File: config.mk
export PLATFORM = sky130hd
export DESIGN_NAME = fetch
export DESIGN_NICKNAME = d
export VERILOG_FILES = /design/src/rtl/fetch_pkg.sv /design/src/rtl/fetch_fifo.sv /design/src/rtl/fetch.sv
export SDC_FILE = /design/constraint.sdc
export NUM_CORES = 1
export LEC_CHECK = 0
export BUFFER_PORTS_ARGS = -buffer_cell sky130_fd_sc_hd__buf_4
export CORE_MARGIN = 2
export CORE_UTILIZATION = 30
export CTS_BUF_LIST = sky130_fd_sc_hd__clkbuf_8
export CTS_CLUSTER_DIAMETER = 50
export DETAILED_ROUTE_END_ITERATION = 10
export PLACE_DENSITY = 0.52
export SETUP_SLACK_MARGIN = 0.05
export SLEW_MARGIN = 20
export SYNTH_ARGS = -nofsm -noshare
export SYNTH_HDL_FRONTEND = slang
export SYNTH_SLANG_ARGS = --single-unit
File: constraint.sdc
create_clock -name clk -period 6 [get_ports clk]
set_input_delay 1.2 -clock clk [delete_from_list [all_inputs] [get_ports clk]]
set_output_delay 1.2 -clock clk [all_outputs]
set_load 0.05 [all_outputs]
File: src/rtl/fetch_pkg.sv
// fetch_pkg: shared definitions for the instruction-fetch stage.
//   NOP_INSTR_DEF  default bubble encoding (addi x0,x0,0)
//   RESET_PC_DEF   default fetch address after reset
//   fetch_state_e  fetch FSM states (S_RUN / S_DRAIN)
//   fetch_entry_t  {PC, instruction} pair held in the fetch FIFO
package fetch_pkg;

  localparam logic [31:0] NOP_INSTR_DEF = 32'h0000_0013;
  localparam logic [31:0] RESET_PC_DEF  = 32'h0000_0000;

  typedef enum logic {
    S_RUN   = 1'b0,
    S_DRAIN = 1'b1
  } fetch_state_e;

  typedef struct packed {
    logic [31:0] pc;
    logic [31:0] instr;
  } fetch_entry_t;

endpackage

File: src/rtl/fetch_fifo.sv
// fetch_fifo: small circular FIFO of {PC, instruction} entries.
// Ports:
//   clk, reset   clock, synchronous active-high reset
//   i_push       write i_data (accepted when not full, or full with a pop)
//   i_data       {pc, instr} entry
//   i_pop        drop the head entry (ignored when empty)
//   i_flush      empty the FIFO; has priority over push/pop
//   o_head       head entry (valid when !o_empty)
//   o_count      number of entries, 0..DEPTH
//   o_full       count == DEPTH
//   o_empty      count == 0
module fetch_fifo
  import fetch_pkg::*;
#(
  parameter int unsigned DEPTH = 2
) (
  input  logic                       clk,
  input  logic                       reset,
  input  logic                       i_push,
  input  logic [63:0]                i_data,
  input  logic                       i_pop,
  input  logic                       i_flush,
  output logic [63:0]                o_head,
  output logic [$clog2(DEPTH):0]     o_count,
  output logic                       o_full,
  output logic                       o_empty
);

  localparam int unsigned AW = $clog2(DEPTH);
  localparam int unsigned CW = AW + 1;
  localparam logic [CW-1:0] DEPTH_V = CW'(DEPTH);

  logic [63:0]   r_mem [DEPTH];
  logic [AW-1:0] r_rd_ptr;
  logic [AW-1:0] r_wr_ptr;
  logic [CW-1:0] r_count;
  logic          w_do_push;
  logic          w_do_pop;

  assign o_full    = (r_count == DEPTH_V);
  assign o_empty   = (r_count == '0);
  assign w_do_pop  = i_pop && !o_empty;
  // A push into a full FIFO is fine when the head leaves in the same cycle.
  assign w_do_push = i_push && (!o_full || w_do_pop);
  assign o_head    = r_mem[r_rd_ptr];
  assign o_count   = r_count;

  always_ff @(posedge clk) begin
    if (reset || i_flush) begin
      r_rd_ptr <= '0;
      r_wr_ptr <= '0;
      r_count  <= '0;
    end else begin
      if (w_do_push) r_wr_ptr <= r_wr_ptr + AW'(1);
      if (w_do_pop)  r_rd_ptr <= r_rd_ptr + AW'(1);
      r_count <= r_count + CW'(w_do_push) - CW'(w_do_pop);
    end
  end

  // Storage is not reset; entries are only read when counted as valid.
  always_ff @(posedge clk) begin
    if (!reset && !i_flush && w_do_push) r_mem[r_wr_ptr] <= i_data;
  end

endmodule

File: src/rtl/fetch.sv
// fetch: instruction-fetch stage feeding decode.
// Ports:
//   clk, reset            clock, synchronous active-high reset
//   i_pipe_stall          hold the output pipeline register
//   i_Redirect            taken branch/jump from execute: flush and refetch
//   i_RedirectPC          redirect target (bits [1:0] ignored)
//   o_ImemReq/o_ImemAddr  instruction memory request and word address
//   i_ImemGnt             request accepted this cycle
//   i_ImemRValid/RData    in-order response, at least one cycle after grant
//   o_pipe_PC             PC of the presented instruction
//   o_pipe_Instruction    instruction to decode (NOP_INSTR for bubbles)
//   o_pipe_Valid          1 = real instruction, 0 = bubble
module fetch
  import fetch_pkg::*;
#(
  parameter logic [31:0] RESET_PC   = RESET_PC_DEF,
  parameter int unsigned FIFO_DEPTH = 2,
  parameter logic [31:0] NOP_INSTR  = NOP_INSTR_DEF
) (
  input  logic        clk,
  input  logic        reset,
  input  logic        i_pipe_stall,
  input  logic        i_Redirect,
  input  logic [31:0] i_RedirectPC,
  output logic        o_ImemReq,
  output logic [31:0] o_ImemAddr,
  input  logic        i_ImemGnt,
  input  logic        i_ImemRValid,
  input  logic [31:0] i_ImemRData,
  output logic [31:0] o_pipe_PC,
  output logic [31:0] o_pipe_Instruction,
  output logic        o_pipe_Valid
);

  localparam int unsigned CW = $clog2(FIFO_DEPTH) + 1;
  localparam logic [CW:0] DEPTH_V = (CW+1)'(FIFO_DEPTH);

  fetch_state_e  r_state, w_state_next;
  logic [31:0]   r_fetch_pc;
  logic          r_outstanding;
  logic [31:0]   r_req_pc;
  logic [31:0]   r_pipe_pc;
  logic [31:0]   r_pipe_instr;
  logic          r_pipe_valid;

  logic          w_resp;
  logic          w_push;
  logic          w_pop;
  logic          w_grant;
  logic          w_room;
  logic [CW:0]   w_occ;
  logic [31:0]   w_redirect_pc;
  fetch_entry_t  w_push_entry;
  fetch_entry_t  w_head_entry;
  logic [63:0]   w_head;
  logic [CW-1:0] w_count;
  logic          w_full;
  logic          w_empty;

  assign w_redirect_pc = i_RedirectPC & ~32'h0000_0003;
  assign w_resp        = i_ImemRValid && r_outstanding;
  assign w_pop         = !i_Redirect && !i_pipe_stall && !w_empty;
  assign w_push        = w_resp && (r_state == S_RUN) && !i_Redirect
                         && (!w_full || w_pop);
  assign w_push_entry  = '{pc: r_req_pc, instr: i_ImemRData};
  assign w_head_entry  = fetch_entry_t'(w_head);

  // Entries already buffered plus the one in flight, minus the one leaving.
  assign w_occ  = {1'b0, w_count} + (CW+1)'(r_outstanding) - (CW+1)'(w_pop);
  assign w_room = (w_occ < DEPTH_V);

  always_comb begin
    w_state_next = r_state;
    o_ImemReq    = 1'b0;
    case (r_state)
      S_RUN: begin
        o_ImemReq = !reset && !i_Redirect && (!r_outstanding || i_ImemRValid)
                    && w_room;
        if (i_Redirect && r_outstanding && !i_ImemRValid) w_state_next = S_DRAIN;
      end
      S_DRAIN: begin
        if (w_resp) w_state_next = S_RUN;
      end
      default: w_state_next = S_RUN;
    endcase
  end

  assign w_grant    = o_ImemReq && i_ImemGnt;
  assign o_ImemAddr = r_fetch_pc;

  always_ff @(posedge clk) begin
    if (reset) r_state <= S_RUN;
    else       r_state <= w_state_next;
  end

  // A grant and a redirect never coincide, so any response (kept or dropped)
  // simply retires the outstanding request unless a new one replaces it.
  always_ff @(posedge clk) begin
    if (reset) begin
      r_fetch_pc    <= RESET_PC;
      r_outstanding <= 1'b0;
      r_req_pc      <= '0;
    end else begin
      if (i_Redirect)   r_fetch_pc <= w_redirect_pc;
      else if (w_grant) r_fetch_pc <= r_fetch_pc + 32'd4;

      if (w_grant) begin
        r_outstanding <= 1'b1;
        r_req_pc      <= r_fetch_pc;
      end else if (w_resp) begin
        r_outstanding <= 1'b0;
      end
    end
  end

  always_ff @(posedge clk) begin
    if (reset) begin
      r_pipe_pc    <= '0;
      r_pipe_instr <= NOP_INSTR;
      r_pipe_valid <= 1'b0;
    end else if (i_Redirect) begin
      r_pipe_instr <= NOP_INSTR;
      r_pipe_valid <= 1'b0;
    end else if (!i_pipe_stall) begin
      if (!w_empty) begin
        r_pipe_pc    <= w_head_entry.pc;
        r_pipe_instr <= w_head_entry.instr;
        r_pipe_valid <= 1'b1;
      end else begin
        r_pipe_instr <= NOP_INSTR;
        r_pipe_valid <= 1'b0;
      end
    end
  end

  assign o_pipe_PC          = r_pipe_pc;
  assign o_pipe_Instruction = r_pipe_instr;
  assign o_pipe_Valid       = r_pipe_valid;

  fetch_fifo #(
    .DEPTH (FIFO_DEPTH)
  ) u_fifo (
    .clk     (clk),
    .reset   (reset),
    .i_push  (w_push),
    .i_data  (w_push_entry),
    .i_pop   (w_pop),
    .i_flush (i_Redirect),
    .o_head  (w_head),
    .o_count (w_count),
    .o_full  (w_full),
    .o_empty (w_empty)
  );

endmodule

* Yosys cells after proc, flatten, opt, wreduce, memory -nomap -nowiden *
Memories as Yosys holds them, arrays and structs flattened. A register that Yosys moved wholly into a read port is not among the register bits.
Index checks and enable logic that the tools add are counted.

word-level totals
  register bits after elaboration = 135
  bits in writable memories = 128
  bits of input ports = 70
  output and inout bits = 98
  word-level logic and storage cells = 70
  memories kept = 1

memories
  memory        depth  bits a word  rd ports  clocked after memory_dff  wr ports  RTL line          RTL
  u_fifo.r_mem  2      64           1         1                         1         fetch_fifo.sv:33  logic [63:0] r_mem [DEPTH];

operators by class
  $add $sub $neg = 7
  magnitude comparators = 1
  equal/unequal tests = 1
  muxes and demuxes = 14
  bitwise gates (word level) = 4
  reduce and logical (&&, ||, !) cells = 31

operator list
  cell                                                         number
  two-way mux 32 bit                                           3
  adder 32 x 3 -> 32 bit (second input constant)               1
  logical AND 1 bit                                            15
  two-way mux 1 bit                                            10
  logical NOT 1 bit                                            7
  logical OR 1 bit                                             4
  inverter 1 bit                                               4
  nonzero test 2 bit                                           2
  adder 2 x 1 -> 3 bit                                         1
  less-than comparator 3 x 2 -> 1 bit (second input constant)  1
  AND reduction 3 bit                                          1
  subtractor 3 x 1 -> 3 bit                                    1
  adder 1 bit (second input constant)                          2
  adder 2 x 1 -> 2 bit                                         1
  equality test 2 bit (second input constant)                  1
  logical NOT 2 bit                                            1
  case mux 1 bit (2 select lines)                              1
  OR reduction 2 bit                                           1
  subtractor 2 x 1 -> 2 bit                                    1

* Logic depth before layout (Yosys ltp) *
Gate-level depths: netlist of the first run.

  depth after elaboration = 10
  gate-level depth with buffers = 14
  gate-level depth less buffers = 11

* Cells and area by module *
Synthesis of the first run repeated with hierarchy kept, for this count alone.

unflattened totals
  cell total of the unflattened synthesis = 861
  area, all modules = 10,043.4 µm²

by module, submodules not included
  module      times used  cells each  area an instance (µm²)  sequential area each (µm²)
  fetch       1           632         5,193.7                 2,542.4
  fetch_fifo  1           229         4,849.7                 3,943.8

* Worst setup path after synthesis of the first run *
No wires, ideal clock.

  path type = input to register
  start = input i_Redirect
  end = memory u_fifo.r_mem[0][0] (enable)
  setup time = 0.482 ns
  arrival time = 4.516 ns
  data required time = 5.518 ns
  slack = 1.002 ns
  cell stages on the path = 6
  path buffers = 1
  cells stage by stage = clkbuf_1 nor2_1 nand3_1 a31oi_1 nand2_1 nor2_1

on the way
  longest elaborated chain between the ends = 9
  elaborated cells on any way between the ends = 13
  those cells by class = mux (2); reduce/logical (11)

RTL lines
  element                                                RTL line                       RTL
  start: declaration                                     fetch.sv:23                    input logic i_Redirect,
  logical NOT 1 bit (*)                                  fetch.sv:62, fetch.sv:63
  logical AND 1 bit (2 in series)                        fetch.sv:62                    assign w_pop = !i_Redirect && !i_pipe_stall && !w_empty;
  logical OR 1 bit or logical AND 1 bit (tied branches)  fetch.sv:64, fetch_fifo.sv:42
  logical AND 1 bit or logical OR 1 bit (tied branches)  fetch.sv:64, fetch_fifo.sv:44
  logical AND 1 bit (*)                                  fetch_fifo.sv:44               assign w_do_push = i_push && (!o_full || w_do_pop);
  named net u_fifo.w_do_push                             fetch_fifo.sv:37               logic w_do_push;
  logical AND 1 bit (*)                                  fetch_fifo.sv:62               if (!reset && !i_flush && w_do_push) r_mem[r_wr_ptr] <= i_data;
  two-way mux 1 bit (*)                                  fetch_fifo.sv:62
  two-way mux 1 bit (implied by the code) (*)            fetch_fifo.sv:62
  end: declaration                                       fetch_fifo.sv:33

Mark *: on every way through the listed nets, which the timed path passes. The rest lies on a longest branch.

* Final worst setup path of the first run *
  start = input i_pipe_stall
  end = output o_ImemReq

on the way
  longest elaborated chain between the ends = 7

RTL lines
  element                              RTL line     RTL
  start: declaration                   fetch.sv:22  input logic i_pipe_stall,
  logical NOT 1 bit                    n/a
  logical AND 1 bit (2 in series)      fetch.sv:62
  subtractor 3 x 1 -> 3 bit            fetch.sv:69  assign w_occ = {1'b0, w_count} + (CW+1)'(r_outstanding) - (CW+1)'(w_pop);
  less-than comparator 3 x 2 -> 1 bit  fetch.sv:70  assign w_room = (w_occ < DEPTH_V);
  logical AND 1 bit                    fetch.sv:78  && w_room;
  two-way mux 1 bit                    fetch.sv:75  case (r_state)
  end: declaration                     fetch.sv:25  output logic o_ImemReq,

No other way between the ends.

==> results of run 1 <==
-- per-stage QoR --
| step | util | instance area (µm²) |
|---|---|---|
| finish | 0.3852 | 12190 |
| global route | 0.3852 | 12190 |
| CTS | 0.3844 | 12160 |
| detailed placement | 0.3565 | 11280 |
| global placement | 0.3565 | 11280 |
| floorplan | - | 9669 |
-- cells by family (layout without fill, tap and decap cells) --
kind of cell	after synthesis	after routing	synth area share
muxes	65	65	0.06801
DFF	254	254	0.6550
other	1	4	0.0003883
buffers and inverters	65	261	0.02734
and+or+nand+nor	287	287	0.1325
AOI/OAI and AO/OA	147	147	0.09405
xor gates and xnor gates	17	17	0.01542
adders and majority gates	5	5	0.007255
-- critical path: stages --
cell,delay [ns]
buf_4,0.34
inv_1,0.20
o21ai_4,0.10
nor2_1,0.06
ha_1,0.28
nand2b_1,0.16
fa_1,0.48
nor2b_1,0.19
and4_1,0.38
buf_4,0.25
-- final timing paths --
path,from,to,slack [ns],cells past startpoint
setup reg to reg,u_fifo.o_count[1],o_ImemAddr[4],2.80,11
hold reg to reg,r_req_pc[22],u_fifo.r_mem[0][54],0.45,0
hold / removal,r_req_pc[22],u_fifo.r_mem[0][54],0.45,0
setup / recovery,i_pipe_stall,o_ImemReq,1.15,10
-- routing by layer --
layer	GRT usage	vias to the layer above	wire, µm
li1	-	3355	-
met1	0.1893	3228	10950
met2	0.2119	202	10270
met3	0.04160	43	1779
met4	0.03872	2	470
met5	0	-	9
-- where the power goes --
part	internal, mW	switching (mW)	leakage (nW)
Combinational	0.0701	0.129	1.56
Clock	0.832	0.713	0.502
Sequential	1.83	0.0289	2.27
-- flip-flops by register name, indices dropped and copies added, names as in the netlist, named ones only --
signal              cells
u_fifo.r_mem          124
o_pipe_Instruction     32
o_ImemAddr             30
o_pipe_PC              30
r_req_pc               30
u_fifo.o_count          2
o_pipe_Valid            1
r_outstanding           1
r_state                 1
u_fifo.r_rd_ptr         1
u_fifo.r_wr_ptr         1
-- final cells by class --
| cell class | instances | area [µm²] |
|---|---|---|
| fillers | 3106 | 19450 |
| multi-input cells | 525 | 3110 |
| flip-flops and latches | 254 | 6330 |
| inverters | 7 | 26.28 |
| clock buffers | 51 | 701.9 |
| clock inverters | 31 | 180.2 |
| well taps | 402 | 503.0 |
| repair buffers | 172 | 1336 |
-- synthesized netlist by cell type, drive strengths merged (5+ instances only) --
| cell type | number |
|---|---|
| mux2i | 60 |
| dfxtp | 130 |
| nor4 | 10 |
| or3 | 8 |
| edfxtp | 124 |
| mux2 | 5 |
| nand3 | 13 |
| nand4 | 10 |
| inv | 7 |
| a211oi | 41 |
| nand2 | 95 |
| and4 | 6 |
| and2 | 7 |
| a31oi | 8 |
| a21oi | 72 |
| nor3 | 8 |
| buf | 15 |
| nor2 | 112 |
| xnor2 | 13 |
| clkbuf | 43 |
| and3 | 5 |
| o211ai | 5 |
==> results.txt, run 1 <==
Synth unique cells = 47
Initial antenna violation count = 1
Worst Clk Skew = 0.03288 ns
Mapped Area = 0.009658 mm²
Rows = 65
Overall Power = 3.603 mW
Max FO, Critical Path = 32
Final hold slack = 0.4490 ns
Outcome = completed
Final worst slack = 1.147 ns
DR WL/cell = 16.29 µm
Crit share post-route = 0.8089
Final hold vios = 0
Dpl hpwl = 14490 µm
Vias in the first global route = 6567
Crit path launch type = input port
Max-slew violations = 0
CTS clk-pin slew, worst paths = 0.06 ns
Worst rel slew slack = 0.3573
TritonCTS clock tree = done
Clock net sink count = 254
Top FF cell, synth = dfxtp_1
DRT Pass-1 Iters = 5
Synth top area share = 0.3855
Pre-CTS setup slack = 1.170 ns
Cells after DPL = 1359
Register area share after synthesis = 0.6550
Die Y = 183.4 µm
Minimum clock period after layout = 4.853 ns
CP endpoint kind = output port
CTS Buf Count = 44
Max clock buf depth = 3
Share of cells above drive strength 1 = 0.2413
Max H-tree Level = 2
Crit path required time = 4.80 ns
Total GRT Usage = 0.1382
Antenna diode count = 0
Post-CTS Resized = 0
Setup TNS = 0 ns
VDD IR max = 0.1686 mV
Crit path kind = input port to output port
Vias = 6830
Max Cap Viol = 0
Final Instance Count excl. Fillers = 1442
Synth Instances = 841
Syn-to-layout area delta = 26.19%
Hold_buf cts = 0
Synth top area cells = edfxtp_1, dfxtp_1, mux2i_1
Hold Path Class = flip-flop to flip-flop
Port Buf Inserts = 161
Placer Congestion = 0.7567
Final nets = 1079
Lkg Pwr = 4.331 nW
Root Driver = clkbuf_8
Clk Latency, worst-skew pair = 0.56 ns
Routed Wire Length = 23490 µm
Iter 0 DRT Violations = 337
Die X = 183.4 µm
Core Box Area = 0.03164 mm²
Final setup viols = 0
Cell accounting for the most synthesized area = edfxtp_1
Post-CTS Setup Bufs = 0
Flops & latches, synth = 254
Total grt overflow = 0
Syn avg cell area = 11.48 µm²
First-pass GRT wire length = 36390 µm
Residual DRC count = 0
Synth warn = 0
Vias per inst = 4.736
Commonest cells after routing, fill and taps aside = buf_4, dfxtp_1, edfxtp_1
Die footprint = 0.03364 mm²
Fmax = 206.0 MHz
Asr flop ratio synth = 0
Largest net degree at the start of global routing = 67
PwrDens = 295.6 mW/mm²
Post-DRT Antenna Nets = 0
Starting Density = 0.3053
Commonest non-fill, non-tap cell in the layout = buf_4
Post-synth EDFFs = 124
Critical path arrival = 3.65 ns
Worst-Margin Slew = 0.9640 ns
RSZ-0062 raised after global routing = no
I/O pins = 168
No activity file was read; power rests on OpenSTA's default activity.
==> inputs of run 2 (changes only) <==
==> constraint.sdc (replaced) <==
create_clock -name clk -period 4.71 [get_ports clk]
set_input_delay 0.942 -clock clk [delete_from_list [all_inputs] [get_ports clk]]
set_output_delay 0.942 -clock clk [all_outputs]
set_load 0.05 [all_outputs]
==> run 2 against run 1 <==
Effect of this change: non-clock buffer count increased by 4; via count increased by 0.64%; total power rose by 26%; sequential cell count stayed put; register-to-register slack lost 1.2 ns; clock skew increased by 0.015 ns; first-iteration DRC count is 15% higher.
==> results.txt, run 2 (same netlist as run 1, synthesis figures left out) <==
Worst rel slew slack = 0.3447 (-0.01261)
Top reg by flops = u_fifo.r_mem
Slowest-stage cell, CP = fa_1
Post-DRT Antenna Nets = 0 (unchanged)
Die X = 183.4 µm (unchanged)
Residual DRC count = 0 (unchanged)
Starting Density = 0.3053 (unchanged)
Post-CTS Resized = 0 (unchanged)
Placer Congestion = 0.7561 (about the same)
Post-CTS Setup Bufs = 0 (unchanged)
Final nets = 1084 (+0.46%)
Crit path required time = 3.77 ns (-1.03 ns)
Outcome = completed
Rows = 65 (unchanged)
Die footprint = 0.03364 mm² (unchanged)
Crit-path cells = buf_4 > inv_1 > o21ai_4 > nor2_1 > ha_1 > nand2b_1 > fa_1 > nor2b_1 > and4_1 > buf_4
DRT Pass-1 Iters = 5 (unchanged)
Final setup viols = 0 (unchanged)
Die Y = 183.4 µm (unchanged)
Max clock buf depth = 3 (unchanged)
Clk Latency, worst-skew pair = 0.58 ns (+0.02 ns)
DR WL/cell = 16.34 µm (+0.32%)
Minimum clock period after layout = 4.013 ns
Vias in the first global route = 6658 (+1.4%)
Total grt overflow = 0 (unchanged)
Max reg flops = 124 (unchanged)
Max FO, Critical Path = 4 (-88%)
Initial antenna violation count = 1 (unchanged)
Worst Clk Skew = 0.04838 ns (+0.01550 ns)
Critical path arrival = 3.07 ns (-0.58 ns)
Fmax = 249.2 MHz
Vias = 6874 (+0.64%)
Final hold vios = 0 (unchanged)
Dpl hpwl = 14800 µm (+2.1%)
Final Instance Count excl. Fillers = 1447 (+0.35%)
Hold Path Stages = 0 (unchanged)
Lkg Pwr = 4.353 nW (+0.52%)
Final hold slack = 0.4262 ns (-0.02277 ns)
Fin util = 0.3844 (-0.0008300)
Crit path launch type = input port
I/O pins = 168 (unchanged)
Hold_buf cts = 0 (unchanged)
CP endpoint kind = output port
Max Cap Viol = 0 (unchanged)
Commonest non-fill, non-tap cell in the layout = buf_4
Worst-Margin Slew = 0.9829 ns (+0.01891 ns)
Cells after DPL = 1364 (+0.37%)
Port Buf Inserts = 161 (unchanged)
Hold Path Class = flip-flop to flip-flop
First-pass GRT wire length = 36700 µm (+0.85%)
Vias per inst = 4.751 (+0.30%)
Delay of the slowest critical-path stage = 0.48 ns (about the same)
TritonCTS clock tree = done
Core Box Area = 0.03164 mm² (unchanged)
Routed Wire Length = 23640 µm (+0.66%)
PwrDens = 374.7 mW/mm² (+27%)
Setup TNS = 0 ns (unchanged)
Max-slew violations = 0 (unchanged)
R2R depth = 10 (-1)
Share of cells above drive strength 1 = 0.2402 (-0.001155)
Largest net degree at the start of global routing = 88 (+31%)
CP top delay family = simple AND/OR/NAND/NOR gates
Antenna diode count = 0 (unchanged)
RSZ-0062 raised after global routing = no
CTS Buf Count = 45 (+2.3%)
VDD IR max = 0.1698 mV (+0.75%)
Total GRT Usage = 0.1387 (+0.0004601)
CP most frequent cell = buf_4
Crit share post-route = 0.8520
Commonest cells after routing, fill and taps aside = buf_4, dfxtp_1, edfxtp_1
Root Driver = clkbuf_8
Syn-to-layout area delta = 25.92%
Crit path kind = input port to output port
Levels on crit path = 10 (unchanged)
Clock net sink count = 254 (unchanged)
Max H-tree Level = 2 (unchanged)
WP buf/inv = 3 (unchanged)
Layout filler cell count = 3142 (+1.2%)
Iter 0 DRT Violations = 389 (+15%)
CTS clk-pin slew, worst paths = 0.06 ns (about the same)
run 2: per-layer routing:
layer,track usage,vias up,share of wire,wire length [µm]
li1,-,3378,-,-
met1,0.1889,3254,0.46,10940
met2,0.2165,198,0.45,10530
met3,0.03744,42,0.073,1720
met4,0.04032,2,0.018,434
met5,0,-,0.00063,15
run 2: area by class of cell:
class                   instances  area [µm²]  area share
repair buffers                176        1321      0.1086
flip-flops and latches        254        6330      0.5205
clock inverters                30       141.4     0.01163
inverters                       7       26.28    0.002160
multi-input cells             525        3110      0.2558
well taps                     402       503.0     0.04136
clock buffers                  53       729.5     0.05998
run 2: worst paths after layout:
kind	startpoint	endpoint	slack, ns
setup / recovery	i_pipe_stall	o_ImemReq	0.70
hold / removal	r_req_pc[12]	u_fifo.r_mem[1][44]	0.43
setup reg to reg	u_fifo.o_count[1]	o_ImemAddr[28]	1.62
hold reg to reg	r_req_pc[12]	u_fifo.r_mem[1][44]	0.43
run 2: report_power, final:
part / total, mW / switching, mW / internal, mW
Sequential: 2.37 / 0.0371 / 2.33
Clock: 1.93 / 0.900 / 1.03
Combinational: 0.254 / 0.164 / 0.0901
Total: 4.56 / 1.10 / 3.46
run 2: metrics by stage:
step                      worst slack (ns)  power [mW]  instance area (µm²)
after global routing                0.5328       4.759                12160
after CTS                           0.6706       4.634                12160
after floorplan                     0.3451       2.555                 9672
after detailed placement            0.6897       2.672                11290
final                               0.6973       4.557                12160
after global placement              0.6677       2.669                11290
==> inputs of run 3 (changes only) <==
--- a/config.mk
+++ b/config.mk
@@ -6,12 +6,15 @@
 export NUM_CORES = 1
 export LEC_CHECK = 0
 export BUFFER_PORTS_ARGS = -buffer_cell sky130_fd_sc_hd__buf_4
+export CELL_PAD_IN_SITES_DETAIL_PLACEMENT = 1
+export CELL_PAD_IN_SITES_GLOBAL_PLACEMENT = 1
 export CORE_MARGIN = 2
-export CORE_UTILIZATION = 30
+export CORE_UTILIZATION = 40
 export CTS_BUF_LIST = sky130_fd_sc_hd__clkbuf_8
 export CTS_CLUSTER_DIAMETER = 50
 export DETAILED_ROUTE_END_ITERATION = 10
-export PLACE_DENSITY = 0.52
+export PLACE_DENSITY = 0.77
+export RECOVER_POWER = 25
 export SETUP_SLACK_MARGIN = 0.05
 export SLEW_MARGIN = 20
 export SYNTH_ARGS = -nofsm -noshare
==> run 3 against run 2 <==
Effect of this change: non-clock buffer count fell by 1; fmax fell by 0.46%; routed wire length rose by 3.9%; sequential share of layout area rose by 0.87 points; die area fell by 24%; sequential cell count did not move; clock-buffer cell count fell by 5.
==> results.txt, run 3 (same netlist as run 1, synthesis figures left out) <==
Die footprint = 0.02540 mm² (-24%)
PwrDens = 370.0 mW/mm² (-1.3%)
Clock net sink count = 254 (unchanged)
Origin of the critical flop-to-flop path = u_fifo.o_count[1]
Crit path kind = input port to output port
Gate power share = 0.056 (about the same)
Initial antenna violation count = 0 (-1)
Cells after DPL = 1279 (-6.2%)
CTS Buf Count = 44 (-2.2%)
Die X = 159.4 µm (-13%)
Fmax = 248.1 MHz (-0.46%)
Starting Density = 0.4090 (+0.1037)
VDD IR max = 0.1666 mV (-1.9%)
Hold Path Class = flip-flop to flip-flop
Dpl hpwl = 15930 µm (+7.6%)
Largest net degree at the start of global routing = 63 (-28%)
Lkg Pwr = 4.262 nW (-2.1%)
Rows = 56 (-14%)
Worst-Margin Slew = 0.8613 ns (-0.1216 ns)
Antenna diode count = 0 (unchanged)
Clock power frac = 0.408 (-0.016)
Routed Wire Length = 24570 µm (+3.9%)
Total grt overflow = 0 (unchanged)
P_int = 3.353 mW (-3.0%)
Final hold vios = 0 (unchanged)
Slowest-stage cell, CP = fa_1
Overall Power = 4.425 mW (-2.9%)
R2R depth = 11 (+1)
Vias per inst = 5.188 (+9.2%)
Post-CTS Setup Bufs = 0 (unchanged)
Final setup viols = 0 (unchanged)
Final Instance Count excl. Fillers = 1360 (-6.0%)
Max reg flops = 124 (unchanged)
Worst Clk Skew = 0.01482 ns (-0.03356 ns)
Psw = 1.072 mW (-2.6%)
Outcome = completed
DR WL/cell = 18.06 µm (+11%)
Net Sw Frac = 0.2423 (+0.0006235)
First-pass GRT wire length = 39450 µm (+7.5%)
Reg-to-reg setup timing slack = 1.45 ns (-0.17 ns)
Max clock buf depth = 3 (unchanged)
Total GRT Usage = 0.1915 (+0.05281)
Commonest cells after routing, fill and taps aside = buf_4, dfxtp_1, edfxtp_1
Crit-path cells = buf_4 > inv_1 > o21ai_4 > nor2_1 > ha_1 > nand2b_1 > fa_1 > nor2b_1 > and4_1 > buf_4
Iter 0 DRT Violations = 412 (+5.9%)
Post-CTS Resized = 0 (unchanged)
CP most frequent cell = buf_4
Worst rel slew slack = 0.4258 (+0.08109)
I/O pins = 168 (unchanged)
Critical path arrival = 3.09 ns (+0.02 ns)
Final hold slack = 0.4514 ns (+0.02525 ns)
Syn-to-layout area delta = 23.85%
Seq pwr share = 0.536 (+0.016)
Worst flop-to-flop path endpoint = o_ImemAddr[22]
Crit share post-route = 0.8558 (+0.003893)
CP endpoint kind = output port
Post-DRT Antenna Nets = 0 (unchanged)
Worst Setup SP = i_pipe_stall
Port Buf Inserts = 161 (unchanged)
Commonest non-fill, non-tap cell in the layout = buf_4
Minimum clock period after layout = 4.031 ns (+0.01834 ns)
Die Y = 159.4 µm (-13%)
RSZ-0062 raised after global routing = no
CTS clk-pin slew, worst paths = 0.06 ns (about the same)
Clk Latency, worst-skew pair = 0.53 ns (-0.05 ns)
Top reg by flops = u_fifo.r_mem
Residual DRC count = 0 (unchanged)
Final nets = 1082 (-0.18%)
Delay of the slowest critical-path stage = 0.49 ns (about the same)
Max H-tree Level = 2 (unchanged)
Crit path launch type = input port
Setup TNS = 0 ns (unchanged)
Critical Path End = o_ImemReq
Root Driver = clkbuf_8
Core Box Area = 0.02361 mm² (-25%)
Share of cells above drive strength 1 = 0.2219 (-0.01829)
TritonCTS clock tree = done
Crit path required time = 3.77 ns (about the same)
Vias in the first global route = 7414 (+11%)
Hold_buf cts = 0 (unchanged)
DRT Pass-1 Iters = 4 (-1)
Max Cap Viol = 0 (unchanged)
Vias = 7056 (+2.6%)
Max-slew violations = 0 (unchanged)
Placer Congestion = 0.7552 (-0.12%)
Max FO, Critical Path = 4 (unchanged)
[run 3: cell count changes in the layout (fill, tap and decap cells not counted), moves of 3 or more]
| cell | change |
|---|---|
| buf_4 | -33 |
| clkbuf_4 | +21 |
| clkbuf_1 | +8 |
| clkinv_1 | +6 |
| clkbuf_8 | -5 |
| clkinv_2 | -5 |
| clkinvlp_4 | +3 |
[run 3: per-layer routing]
| layer | wire length (µm) | track usage |
|---|---|---|
| met4 | 510 | 0.05826 |
| met2 | 12230 | 0.3318 |
| met1 | 10670 | 0.2409 |
| met3 | 1150 | 0.04011 |
| met5 | 0 | 0 |
[run 3: metrics by stage]
step / cell area (µm²) / setup WS [ns] / util
after floorplan: 9672 / 0.3451 / -
after global placement: 11180 / 0.7571 / 0.4735
after detailed placement: 11180 / 0.6954 / 0.4735
after CTS: 11980 / 0.6854 / 0.5072
after global routing: 11960 / 0.5461 / 0.5066
final: 11960 / 0.6790 / 0.5066
[run 3: layout make-up]
| cell class | count | area, µm² |
|---|---|---|
| Clock buffer | 48 | 660.6 |
| Clock inverter | 32 | 133.9 |
| Fill cell | 2573 | 11650 |
| Inverter | 7 | 26.28 |
| Multi-Input combinational cell | 525 | 3107 |
| Sequential cell | 254 | 6330 |
| Tap cell | 319 | 399.1 |
| Timing Repair Buffer | 175 | 1305 |
[run 3: critical path, delay by kind of cell]
kind / cells / cell delay (ns)
buffers and inverters: 3 / 0.54
AO/OA/AOI/OAI: 1 / 0.09
adder cells (fa/ha/maj): 2 / 0.72
AND/OR/NAND/NOR: 4 / 0.79
[run 3: worst min-delay path by stage]
| stage | slack (ns) | cells after the start | start | to |
|---|---|---|---|---|
| global route | 0.46 | 0 | r_req_pc[22] | u_fifo.r_mem[1][54] |
| floorplan | 0.43 | 0 | r_req_pc[2] | u_fifo.r_mem[0][34] |
| finish | 0.45 | 0 | r_req_pc[7] | u_fifo.r_mem[0][39] |
| CTS | 0.45 | 0 | r_req_pc[7] | u_fifo.r_mem[0][39] |
| detailed placement | 0.44 | 0 | r_req_pc[25] | u_fifo.r_mem[0][57] |
| global placement | 0.43 | 0 | r_req_pc[29] | u_fifo.r_mem[1][61] |
[run 3: power groups by stage]
stage | combinational (mW) | sequential, mW | clock [mW]
floorplan | 0.0914 | 2.46 | 0
global placement | 0.249 | 2.41 | 0
detailed placement | 0.254 | 2.42 | 0
CTS | 0.255 | 2.37 | 1.86
global route | 0.267 | 2.37 | 1.96
finish | 0.250 | 2.37 | 1.81
